`src/rtl/floating_div_if.sv`:
```
// Load/operand/result bundle shared by the floating-point divider and its driver.
interface floating_div_if #(
    parameter int unsigned WIDTH = 32
);
    logic             i_load;
    logic [WIDTH-1:0] i_a;
    logic [WIDTH-1:0] i_b;
    logic [WIDTH-1:0] o_res;
    logic             o_busy;
    logic             o_done;

    modport master (output i_load, i_a, i_b, input  o_res, o_busy, o_done);
    modport slave  (input  i_load, i_a, i_b, output o_res, o_busy, o_done);
endinterface

```
`src/rtl/floating_div.sv`:
```
// Sequential binary32 divider: restoring radix-2 mantissa division, one quotient
// bit per clock, round-to-nearest-even with gradual underflow, fixed 28-cycle latency.
module floating_div #(
    parameter int unsigned WIDTH = 32
) (
    input  logic           i_clk,
    input  logic           i_rst,
    floating_div_if.slave  bus
);

    localparam int unsigned MW = 24;
    localparam int unsigned QW = 26;
    localparam int unsigned EW = 10;

    localparam logic [2:0] S_IDLE   = 3'd0;
    localparam logic [2:0] S_UNPACK = 3'd1;
    localparam logic [2:0] S_DIV    = 3'd2;
    localparam logic [2:0] S_ROUND  = 3'd3;
    localparam logic [2:0] S_DONE   = 3'd4;

    localparam logic [1:0] K_NUM  = 2'd0;
    localparam logic [1:0] K_NAN  = 2'd1;
    localparam logic [1:0] K_INF  = 2'd2;
    localparam logic [1:0] K_ZERO = 2'd3;

    logic [2:0]             r_state, w_next;
    logic [WIDTH-1:0]       r_a, r_b, r_res;
    logic                   r_busy, r_done, r_sign;
    logic [1:0]             r_kind;
    logic signed [EW-1:0]   r_e;
    logic [MW-1:0]          r_mb;
    logic [QW-1:0]          r_rem, r_q;
    logic [4:0]             r_cnt;
    logic                   w_accept;

    assign bus.o_res  = r_res;
    assign bus.o_busy = r_busy;
    assign bus.o_done = r_done;

    assign w_accept = bus.i_load && ((r_state == S_IDLE) || (r_state == S_DONE));

    function automatic logic [4:0] f_lz(input logic [MW-1:0] v);
        logic found;
        f_lz  = 5'd24;
        found = 1'b0;
        for (int i = MW - 1; i >= 0; i--) begin
            if (!found && v[i]) begin
                f_lz  = 5'(MW - 1 - i);
                found = 1'b1;
            end
        end
    endfunction

    // State register
    always_ff @(posedge i_clk or negedge i_rst) begin
        if (!i_rst) r_state <= S_IDLE;
        else        r_state <= w_next;
    end

    // Next-state logic
    always_comb begin
        w_next = r_state;
        case (r_state)
            S_IDLE:   if (w_accept) w_next = S_UNPACK;
            S_UNPACK: w_next = S_DIV;
            S_DIV:    if (r_cnt == 5'(QW - 1)) w_next = S_ROUND;
            S_ROUND:  w_next = S_DONE;
            S_DONE:   if (w_accept) w_next = S_UNPACK;
            default:  w_next = S_IDLE;
        endcase
    end

    // Operand unpack: subnormals are normalised so both significands carry a leading one
    logic [MW-1:0]        w_sig_a, w_sig_b, w_m_a, w_m_b;
    logic [4:0]           w_lz_a, w_lz_b;
    logic signed [EW-1:0] w_e_a, w_e_b, w_e_q;
    logic                 w_a_max, w_b_max, w_a_fz, w_b_fz;
    logic                 w_a_nan, w_b_nan, w_a_inf, w_b_inf, w_a_zero, w_b_zero;
    logic [1:0]           w_kind;

    assign w_sig_a = {|r_a[30:23], r_a[22:0]};
    assign w_sig_b = {|r_b[30:23], r_b[22:0]};
    assign w_lz_a  = f_lz(w_sig_a);
    assign w_lz_b  = f_lz(w_sig_b);
    assign w_m_a   = w_sig_a << w_lz_a;
    assign w_m_b   = w_sig_b << w_lz_b;
    assign w_e_a   = (r_a[30:23] == 8'd0) ? (10'sd1 - $signed({5'd0, w_lz_a})) : $signed({2'd0, r_a[30:23]});
    assign w_e_b   = (r_b[30:23] == 8'd0) ? (10'sd1 - $signed({5'd0, w_lz_b})) : $signed({2'd0, r_b[30:23]});
    assign w_e_q   = w_e_a - w_e_b + 10'sd127;

    assign w_a_max  = &r_a[30:23];
    assign w_b_max  = &r_b[30:23];
    assign w_a_fz   = (r_a[22:0] == 23'd0);
    assign w_b_fz   = (r_b[22:0] == 23'd0);
    assign w_a_nan  = w_a_max & ~w_a_fz;
    assign w_b_nan  = w_b_max & ~w_b_fz;
    assign w_a_inf  = w_a_max & w_a_fz;
    assign w_b_inf  = w_b_max & w_b_fz;
    assign w_a_zero = (r_a[30:23] == 8'd0) & w_a_fz;
    assign w_b_zero = (r_b[30:23] == 8'd0) & w_b_fz;

    always_comb begin
        w_kind = K_NUM;
        if (w_a_nan || w_b_nan || (w_a_zero && w_b_zero) || (w_a_inf && w_b_inf)) w_kind = K_NAN;
        else if (w_a_inf || w_b_zero)                                             w_kind = K_INF;
        else if (w_a_zero || w_b_inf)                                             w_kind = K_ZERO;
    end

    // Restoring division step
    logic          w_qbit;
    logic [QW-1:0] w_rem_sub, w_rem_nx;

    assign w_qbit    = (r_rem >= {2'b00, r_mb});
    assign w_rem_sub = w_qbit ? (r_rem - {2'b00, r_mb}) : r_rem;
    assign w_rem_nx  = {w_rem_sub[QW-2:0], 1'b0};

    // Normalise, denormalise on underflow, round to nearest even, pack
    logic                 w_norm, w_guard, w_sticky, w_uf, w_ext_g, w_ext_s, w_inc;
    logic [MW-1:0]        w_mant, w_ext_m;
    logic signed [EW-1:0] w_e_n, w_sh_full, w_e_r;
    logic [5:0]           w_sh;
    logic [49:0]          w_wide;
    logic [MW:0]          w_mr;
    logic [22:0]          w_frac;
    logic [WIDTH-1:0]     w_res;

    assign w_norm    = r_q[QW-1];
    assign w_mant    = w_norm ? r_q[25:2] : r_q[24:1];
    assign w_guard   = w_norm ? r_q[1] : r_q[0];
    assign w_sticky  = (w_norm & r_q[0]) | (r_rem != '0);
    assign w_e_n     = w_norm ? r_e : (r_e - 10'sd1);
    assign w_uf      = (w_e_n <= 10'sd0);
    assign w_sh_full = 10'sd1 - w_e_n;
    assign w_sh      = (w_sh_full > 10'sd26) ? 6'd26 : w_sh_full[5:0];
    assign w_wide    = {w_mant, w_guard, 25'd0} >> w_sh;
    assign w_ext_m   = w_uf ? w_wide[49:26] : w_mant;
    assign w_ext_g   = w_uf ? w_wide[25] : w_guard;
    assign w_ext_s   = w_sticky | (w_uf & (|w_wide[24:0]));
    assign w_inc     = w_ext_g & (w_ext_s | w_ext_m[0]);
    assign w_mr      = {1'b0, w_ext_m} + 25'(w_inc);
    assign w_e_r     = w_mr[MW] ? (w_e_n + 10'sd1) : w_e_n;
    assign w_frac    = w_mr[MW] ? w_mr[23:1] : w_mr[22:0];

    always_comb begin
        w_res = '0;
        case (r_kind)
            K_NAN:   w_res = 32'hFFFF_FFFF;
            K_INF:   w_res = {r_sign, 8'hFF, 23'd0};
            K_ZERO:  w_res = {r_sign, 31'd0};
            default: begin
                if (w_uf)                   w_res = {r_sign, 7'd0, w_mr[23], w_mr[22:0]};
                else if (w_e_r >= 10'sd255) w_res = {r_sign, 8'hFF, 23'd0};
                else                        w_res = {r_sign, w_e_r[7:0], w_frac};
            end
        endcase
    end

    // Datapath and output registers
    always_ff @(posedge i_clk or negedge i_rst) begin
        if (!i_rst) begin
            r_a    <= '0;
            r_b    <= '0;
            r_res  <= '0;
            r_busy <= 1'b0;
            r_done <= 1'b0;
            r_sign <= 1'b0;
            r_kind <= K_NUM;
            r_e    <= '0;
            r_mb   <= '0;
            r_rem  <= '0;
            r_q    <= '0;
            r_cnt  <= '0;
        end else begin
            if (w_accept) begin
                r_a    <= bus.i_a;
                r_b    <= bus.i_b;
                r_busy <= 1'b1;
                r_done <= 1'b0;
            end
            if (r_state == S_UNPACK) begin
                r_sign <= r_a[31] ^ r_b[31];
                r_kind <= w_kind;
                r_e    <= w_e_q;
                r_mb   <= w_m_b;
                r_rem  <= {2'b00, w_m_a};
                r_q    <= '0;
                r_cnt  <= '0;
            end
            if (r_state == S_DIV) begin
                r_rem <= w_rem_nx;
                r_q   <= {r_q[QW-2:0], w_qbit};
                r_cnt <= r_cnt + 5'd1;
            end
            if (r_state == S_ROUND) begin
                r_res  <= w_res;
                r_busy <= 1'b0;
                r_done <= 1'b1;
            end
        end
    end

endmodule

```
`src/flat_wrapper.sv`:
```
// flat-port wrapper written by rule: the top's interface ports become plain ports
module floating_div_flat 
#(
    parameter int unsigned WIDTH = 32
)
  (i_clk, i_rst, bus_i_load, bus_i_a, bus_i_b, bus_o_res, bus_o_busy, bus_o_done);
  floating_div_if #(.WIDTH(WIDTH)) bus_i ();
  input  logic i_clk;
  input  logic i_rst;
  input wire logic [$bits(bus_i.i_load)-1:0] bus_i_load;
  input wire logic [$bits(bus_i.i_a)-1:0] bus_i_a;
  input wire logic [$bits(bus_i.i_b)-1:0] bus_i_b;
  output wire logic [$bits(bus_i.o_res)-1:0] bus_o_res;
  output wire logic [$bits(bus_i.o_busy)-1:0] bus_o_busy;
  output wire logic [$bits(bus_i.o_done)-1:0] bus_o_done;
  assign bus_i.i_load = bus_i_load;
  assign bus_i.i_a = bus_i_a;
  assign bus_i.i_b = bus_i_b;
  assign bus_o_res = bus_i.o_res;
  assign bus_o_busy = bus_i.o_busy;
  assign bus_o_done = bus_i.o_done;
  floating_div #(.WIDTH(WIDTH)) u_core (.i_clk(i_clk), .i_rst(i_rst), .bus(bus_i));
endmodule
```
`config.mk`:
```
export PLATFORM = sky130hd
export DESIGN_NAME = floating_div_flat
export DESIGN_NICKNAME = d
export VERILOG_FILES = /design/src/rtl/floating_div_if.sv /design/src/rtl/floating_div.sv /design/src/flat_wrapper.sv
export SDC_FILE = /design/constraint.sdc
export NUM_CORES = 1
export LEC_CHECK = 0
export BUFFER_PORTS_ARGS = -buffer_cell sky130_fd_sc_hd__buf_2
export CORE_ASPECT_RATIO = 1.25
export CORE_MARGIN = 3
export CORE_UTILIZATION = 30
export DETAILED_ROUTE_END_ITERATION = 8
export PLACE_DENSITY = 0.48
export REMOVE_ABC_BUFFERS = 1
export SKIP_CTS_REPAIR_TIMING = 1
export SLEW_MARGIN = 15
export SYNTH_ARGS = -nofsm -noshare
export SYNTH_HDL_FRONTEND = slang
export SYNTH_SLANG_ARGS = --single-unit
```
`constraint.sdc`:
```
create_clock -name i_clk -period 18.7 [get_ports i_clk]
set_input_delay 1.87 -clock i_clk [delete_from_list [all_inputs] [get_ports i_clk]]
set_output_delay 1.87 -clock i_clk [all_outputs]
set_load 0.05 [all_outputs]
```
==> results of run 1 <==
==> layout make-up <==
type / count / share of cell area
Inverter: 78 / 0.01598
Timing Repair Buffer: 131 / 0.04049
Tap cell: 727 / 0.04964
Multi-Input combinational cell: 1574 / 0.5952
Clock inverter: 13 / 0.007579
Sequential cell: 195 / 0.2664
Clock buffer: 19 / 0.02472
==> cell families after synthesis <==
group / count (synthesis) / share of synthesized area
compound gates: 615 / 0.2550
xor+xnor: 67 / 0.03591
fa+ha+maj: 55 / 0.04249
buf+inv: 193 / 0.04959
flops: 195 / 0.2948
mux: 212 / 0.1349
simple gates: 625 / 0.1873
==> metal layers <==
layer / track usage / vias to the layer above / routed length (microns)
li1: - / 7420 / -
met3: 0.03359 / 142 / 2569
met5: 0 / - / 0
met1: 0.2444 / 7742 / 24180
met2: 0.3660 / 526 / 30840
met4: 0.1182 / 0 / 3572
==> sequential cells by signal, indices dropped and copies added, names as in the netlist, 2 cells and up <==
register,cells
u_core.bus.o_res,32
u_core.r_kind,2
u_core.r_a,32
u_core.r_mb,24
u_core.r_cnt,5
u_core.r_q,26
u_core.r_b,32
u_core.r_rem,26
u_core.r_state,3
u_core.r_e,10
==> Yosys cell counts, types with 11 or more instances <==
cell type	instances	area share
a2111oi_0	11	0.0058
a211oi_1	52	0.024
a21boi_0	11	0.0050
a21o_1	21	0.0095
a21oi_1	108	0.033
a221oi_1	17	0.0090
a22o_1	26	0.014
a31oi_1	25	0.0094
and2_1	14	0.0053
and3_1	13	0.0049
buf_1	11	0.0025
buf_2	11	0.0033
clkbuf_1	78	0.018
dfrtp_1	195	0.29
ha_1	53	0.040
inv_1	74	0.017
mux2_2	78	0.053
mux2i_1	132	0.080
nand2_1	182	0.041
nand2b_1	11	0.0042
nand3_1	35	0.011
nand4_1	17	0.0064
nor2_1	185	0.042
nor2b_1	13	0.0049
nor3_1	42	0.013
nor4_1	31	0.012
o2111ai_1	11	0.0058
o211ai_1	29	0.013
o21ai_0	145	0.044
o22ai_1	26	0.0098
o31ai_1	13	0.0059
or3_1	15	0.0057
or4_1	12	0.0054
xnor2_1	46	0.024
xor2_1	20	0.011
==> through the flow <==
step,setup WS [ps],hold slack (ps),utilization,std cells,area [sq um]
2_1_floorplan,10970,449.2,-,1847,16020
3_3_place_gp,10460,461.4,0.3271,2705,17730
3_5_place_dp,10310,467.6,0.3271,2705,17730
4_1_cts,10260,484.0,0.3381,2737,18320
5_1_grt,9374,500.1,0.3381,2737,18320
6_report,10100,479.3,0.3381,2737,18320
==> worst min-delay path, cell delays in order (launching register included) <==
cell     delay, ps
dfrtp_1        340
nand2_1         40
o21ai_0         60
==> path summary, 6_finish.rpt <==
kind / end / cells past startpoint / slack, ps / startpoint
max reg2reg: u_core.bus.o_res[19] / 26 / 10100 / u_core.r_e[0]
max in group asynchronous: u_core.r_b[2] / 2 / 15950 / i_rst
min in group asynchronous: u_core.r_q[6] / 1 / 1350 / i_rst
min reg2reg: u_core.r_sign / 2 / 480 / u_core.r_sign
min: u_core.r_sign / 2 / 480 / u_core.r_sign
max: u_core.bus.o_res[19] / 26 / 10100 / u_core.r_e[0]
==> flow_metrics.tcl, run 1 <==
set metrics [dict create \
    io_buffers 100 \
    critical_path.top_delay_family "simple AND/OR/NAND/NOR gates" \
    seq_area_sq_um 4881 \
    period_needed_ps 8596 \
    cp.required_ps 19050 \
    die_h_microns 268.6 \
    avgSynthCellArea_sq_um 8.436 \
    final_hold_viol_count 0 \
    status "finished clean" \
    synth-seq-area-share 0.2948 \
    slew_violations 0 \
    cp-end-kind "flop" \
    first_global_vias 15460 \
    slowest_delay_ps 810 \
    crit_buf_inv 3 \
    antenna_cells 0 \
    clk_latency_ps 500 \
    grt.total_usage 0.2091 \
    skew_ps 17.03 \
    io_pins 101 \
    h-tree-depth 4 \
    numCtsBuffers 17 \
    ys_seq_elements 195 \
    nFillCells 5860 \
    layout_worst_path_cycle_share 0.4597 \
    fin_tns_setup_ps 0 \
    wl_microns 61170 \
    clock_sinks 195 \
    dp_hpwl_microns 47300 \
    root_buffer "clkbuf_16" \
    rsz0062_at_grt "false" \
    ys_async_sr_fraction 1.000 \
    layout.nets 2119 \
    antenna_found_initial 0 \
    grt_pass1_wl_microns 94340 \
    path_clk_slew_ps 80 \
    final_common_cell "dfrtp_1" \
    wl_per_cell_microns 22.35 \
    fmax_mhz 116.3 \
    synth_edf_count 0 \
    drt_iter0_drc 968 \
    start_util 0.3054 \
    slew_headroom 0.3321 \
    synth_flop_cell "dfrtp_1" \
    yosysWarnings 0 \
    fp.coreArea_sq_um 54200 \
    cp_slowest_cell "ha_1" \
    worst_pin_slew_ps 973.9 \
    num_rows 95 \
    die_x_microns 216.1 \
    dieArea_sq_um 58040 \
    drc 0 \
    clockBufferDepth 2 \
    routabilityCongestion 0.9730 \
    cts_tree "built" \
    syn_to_final_growth_pct 10.71 \
    netlist_area_sq_um 16550 \
    cp.arrival_ps 8950 \
    globalRouteOverflowTotal 0 \
    ant_nets 0 \
    dr_total_vias 15830 \
    synth.distinct_cells 107 \
    synth_cells 1962 \
    layout-drive-gt1-share 0.1557 \
    worstSetupStartpointType "flop" \
    crit_fanout 29 \
    criticalPathCategory "reg -> reg" \
    routed_via_density 5.784 \
    multiInputGateArea_sq_um 10910 \
    setup_viol 0 \
    hp-class "reg -> reg" \
    final_cell_mix "dfrtp_1 (194), nor2_1 (183), nand2_1 (182)" \
    cap_violations 0 \
    grt_max_degree 74 \
    drt-pass1-iter-count 7 \
]
Power of run 1 is left out: the tool's default activity adds up to more than one toggle a clock period on the data nets, which glitch-free logic cannot reach.
==> run 2: changes to the inputs <==
PLACE_DENSITY = 0.5   (was 0.48)
clock period = 7.05 ns   (was 18.7 ns; I/O delays follow)
==> flow_metrics.tcl, run 2 (synthesis results as in run 1) <==
set metrics [dict create \
    status "finished clean" \
    final_util 0.3466 \
    drt_iter0_drc 1318 \
    slew_headroom 0.2393 \
    criticalPathCategory "reg -> reg" \
    cts_tree "built" \
    cp_slowest_cell "a2111oi_2" \
    layout.nets 2173 \
    routabilityCongestion 0.9907 \
    clock_sinks 195 \
    cap_violations 0 \
    crit_top_cell "buf_4" \
    start_util 0.3054 \
    setup_ws_ps 330.6 \
    drt-pass1-iter-count 5 \
    critical_path.top_delay_family "compound AO/OA/AOI/OAI gates" \
    grt_max_degree 74 \
    io_pins 101 \
    cp.arrival_ps 7130 \
    fp.coreArea_sq_um 54200 \
    wl_per_cell_microns 22.47 \
    dieArea_sq_um 58040 \
    hp-class "in -> async" \
    nFillCells 5805 \
    cp.required_ps 7460 \
    first_global_vias 15830 \
    h-tree-depth 4 \
    drc 0 \
    final_common_cell "dfrtp_1" \
    dp_hpwl_microns 48880 \
    slew_violations 0 \
    fmax_mhz 148.8 \
    worstSetupStartpointType "flop" \
    grt_pass1_wl_microns 96170 \
    root_buffer "clkbuf_16" \
    worst_pin_slew_ps 1109 \
    ant_nets 0 \
    seq_area_sq_um 4881 \
    routed_via_density 5.769 \
    hold_ws_ps 183.4 \
    period_needed_ps 6719 \
    antenna_found_initial 0 \
    slowest_delay_ps 610 \
    crit_buf_inv 5 \
    wl_microns 62700 \
    clockBufferDepth 2 \
    regToRegEndpoint "u_core.bus.o_res[6]" \
    grt.total_usage 0.2128 \
    syn_to_final_growth_pct 13.51 \
    dr_total_vias 16100 \
    cp-end-kind "flop" \
    layout_worst_path_cycle_share 0.9531 \
    worst_r2r_startpoint "u_core.r_e[1]" \
    skew_ps 20.73 \
    path_clk_slew_ps 80 \
    die_h_microns 268.6 \
    layout-drive-gt1-share 0.1773 \
    antenna_cells 0 \
    globalRouteOverflowTotal 0 \
    multiInputGateArea_sq_um 10930 \
    num_rows 95 \
    die_x_microns 216.1 \
    crit_fanout 16 \
    place_ws_ps 209.9 \
    final_hold_viol_count 0 \
    clk_latency_ps 500 \
    rrSetupSlack_ps 330 \
    io_buffers 100 \
    stdcell_count 2791 \
    numCtsBuffers 17 \
    setup_viol 0 \
    reg2regPathDepth 25 \
    final_cell_mix "dfrtp_1 (194), nor2_1 (184), nand2_1 (182)" \
    place_inst 2758 \
]
[run 2: changes by cell type in the layout (fill, tap and decap cells not counted), sizes merged]
cell,delta
inv,-1
clkbuf,-2
clkinvlp,-2
buf,+54
clkinv,+5
[run 2: worst max-delay path by stage]
stage / cells past startpoint / start / slack [ps] / endpoint
2_1_floorplan: 23 / u_core.r_q[25] / -680 / u_core.bus.o_res[23]
3_3_place_gp: 20 / u_core.r_e[1] / 180 / u_core.bus.o_res[0]
3_5_place_dp: 20 / u_core.r_e[1] / 210 / u_core.bus.o_res[0]
4_1_cts: 20 / u_core.r_e[1] / 200 / u_core.bus.o_res[0]
5_1_grt: 25 / u_core.r_e[1] / -8 / u_core.bus.o_res[6]
6_report: 25 / u_core.r_e[1] / 330 / u_core.bus.o_res[6]
[run 2: area by class of cell]
cell class / count / area share
timing repair buffer: 185 / 0.06174
clock buffer: 17 / 0.02264
tap: 727 / 0.04842
inverter: 78 / 0.01558
clock inverter: 15 / 0.01006
multi-input combinational: 1574 / 0.5817
sequential: 195 / 0.2598
[run 2: worst register-to-register path, stage by stage, from the launching register on]
cell	delay, ps
dfrtp_1	460
inv_1	100
ha_1	160
buf_4	140
nor4b_4	260
nor3b_2	410
xor2_1	400
a32o_1	340
o21ai_1	170
or4_1	520
o21ai_4	490
buf_4	250
a2111oi_0	110
a2111oi_2	610
o22ai_1	220
o21ai_1	250
mux2i_1	110
ha_1	240
and2_1	150
nand4_2	220
buf_4	210
nor3_4	70
o21ai_1	300
buf_4	200
o211ai_1	80
a31oi_1	180
[run 2: metrics by stage]
stage	TNS (ps)	area [sq um]
2_1_floorplan	-18210	16020
4_1_cts	0	18750
5_1_grt	-7.896	18790
6_report	0	18790
3_3_place_gp	0	18130
3_5_place_dp	0	18130
[run 2: per-layer routing]
layer	up-vias	routed length, microns	GRT usage
met2	516	31610	0.3782
met1	7897	25300	0.2512
met5	-	0	0
li1	7539	-	-
met3	149	2642	0.03009
met4	0	3145	0.1088
Power of run 2 is left out for the same reason.
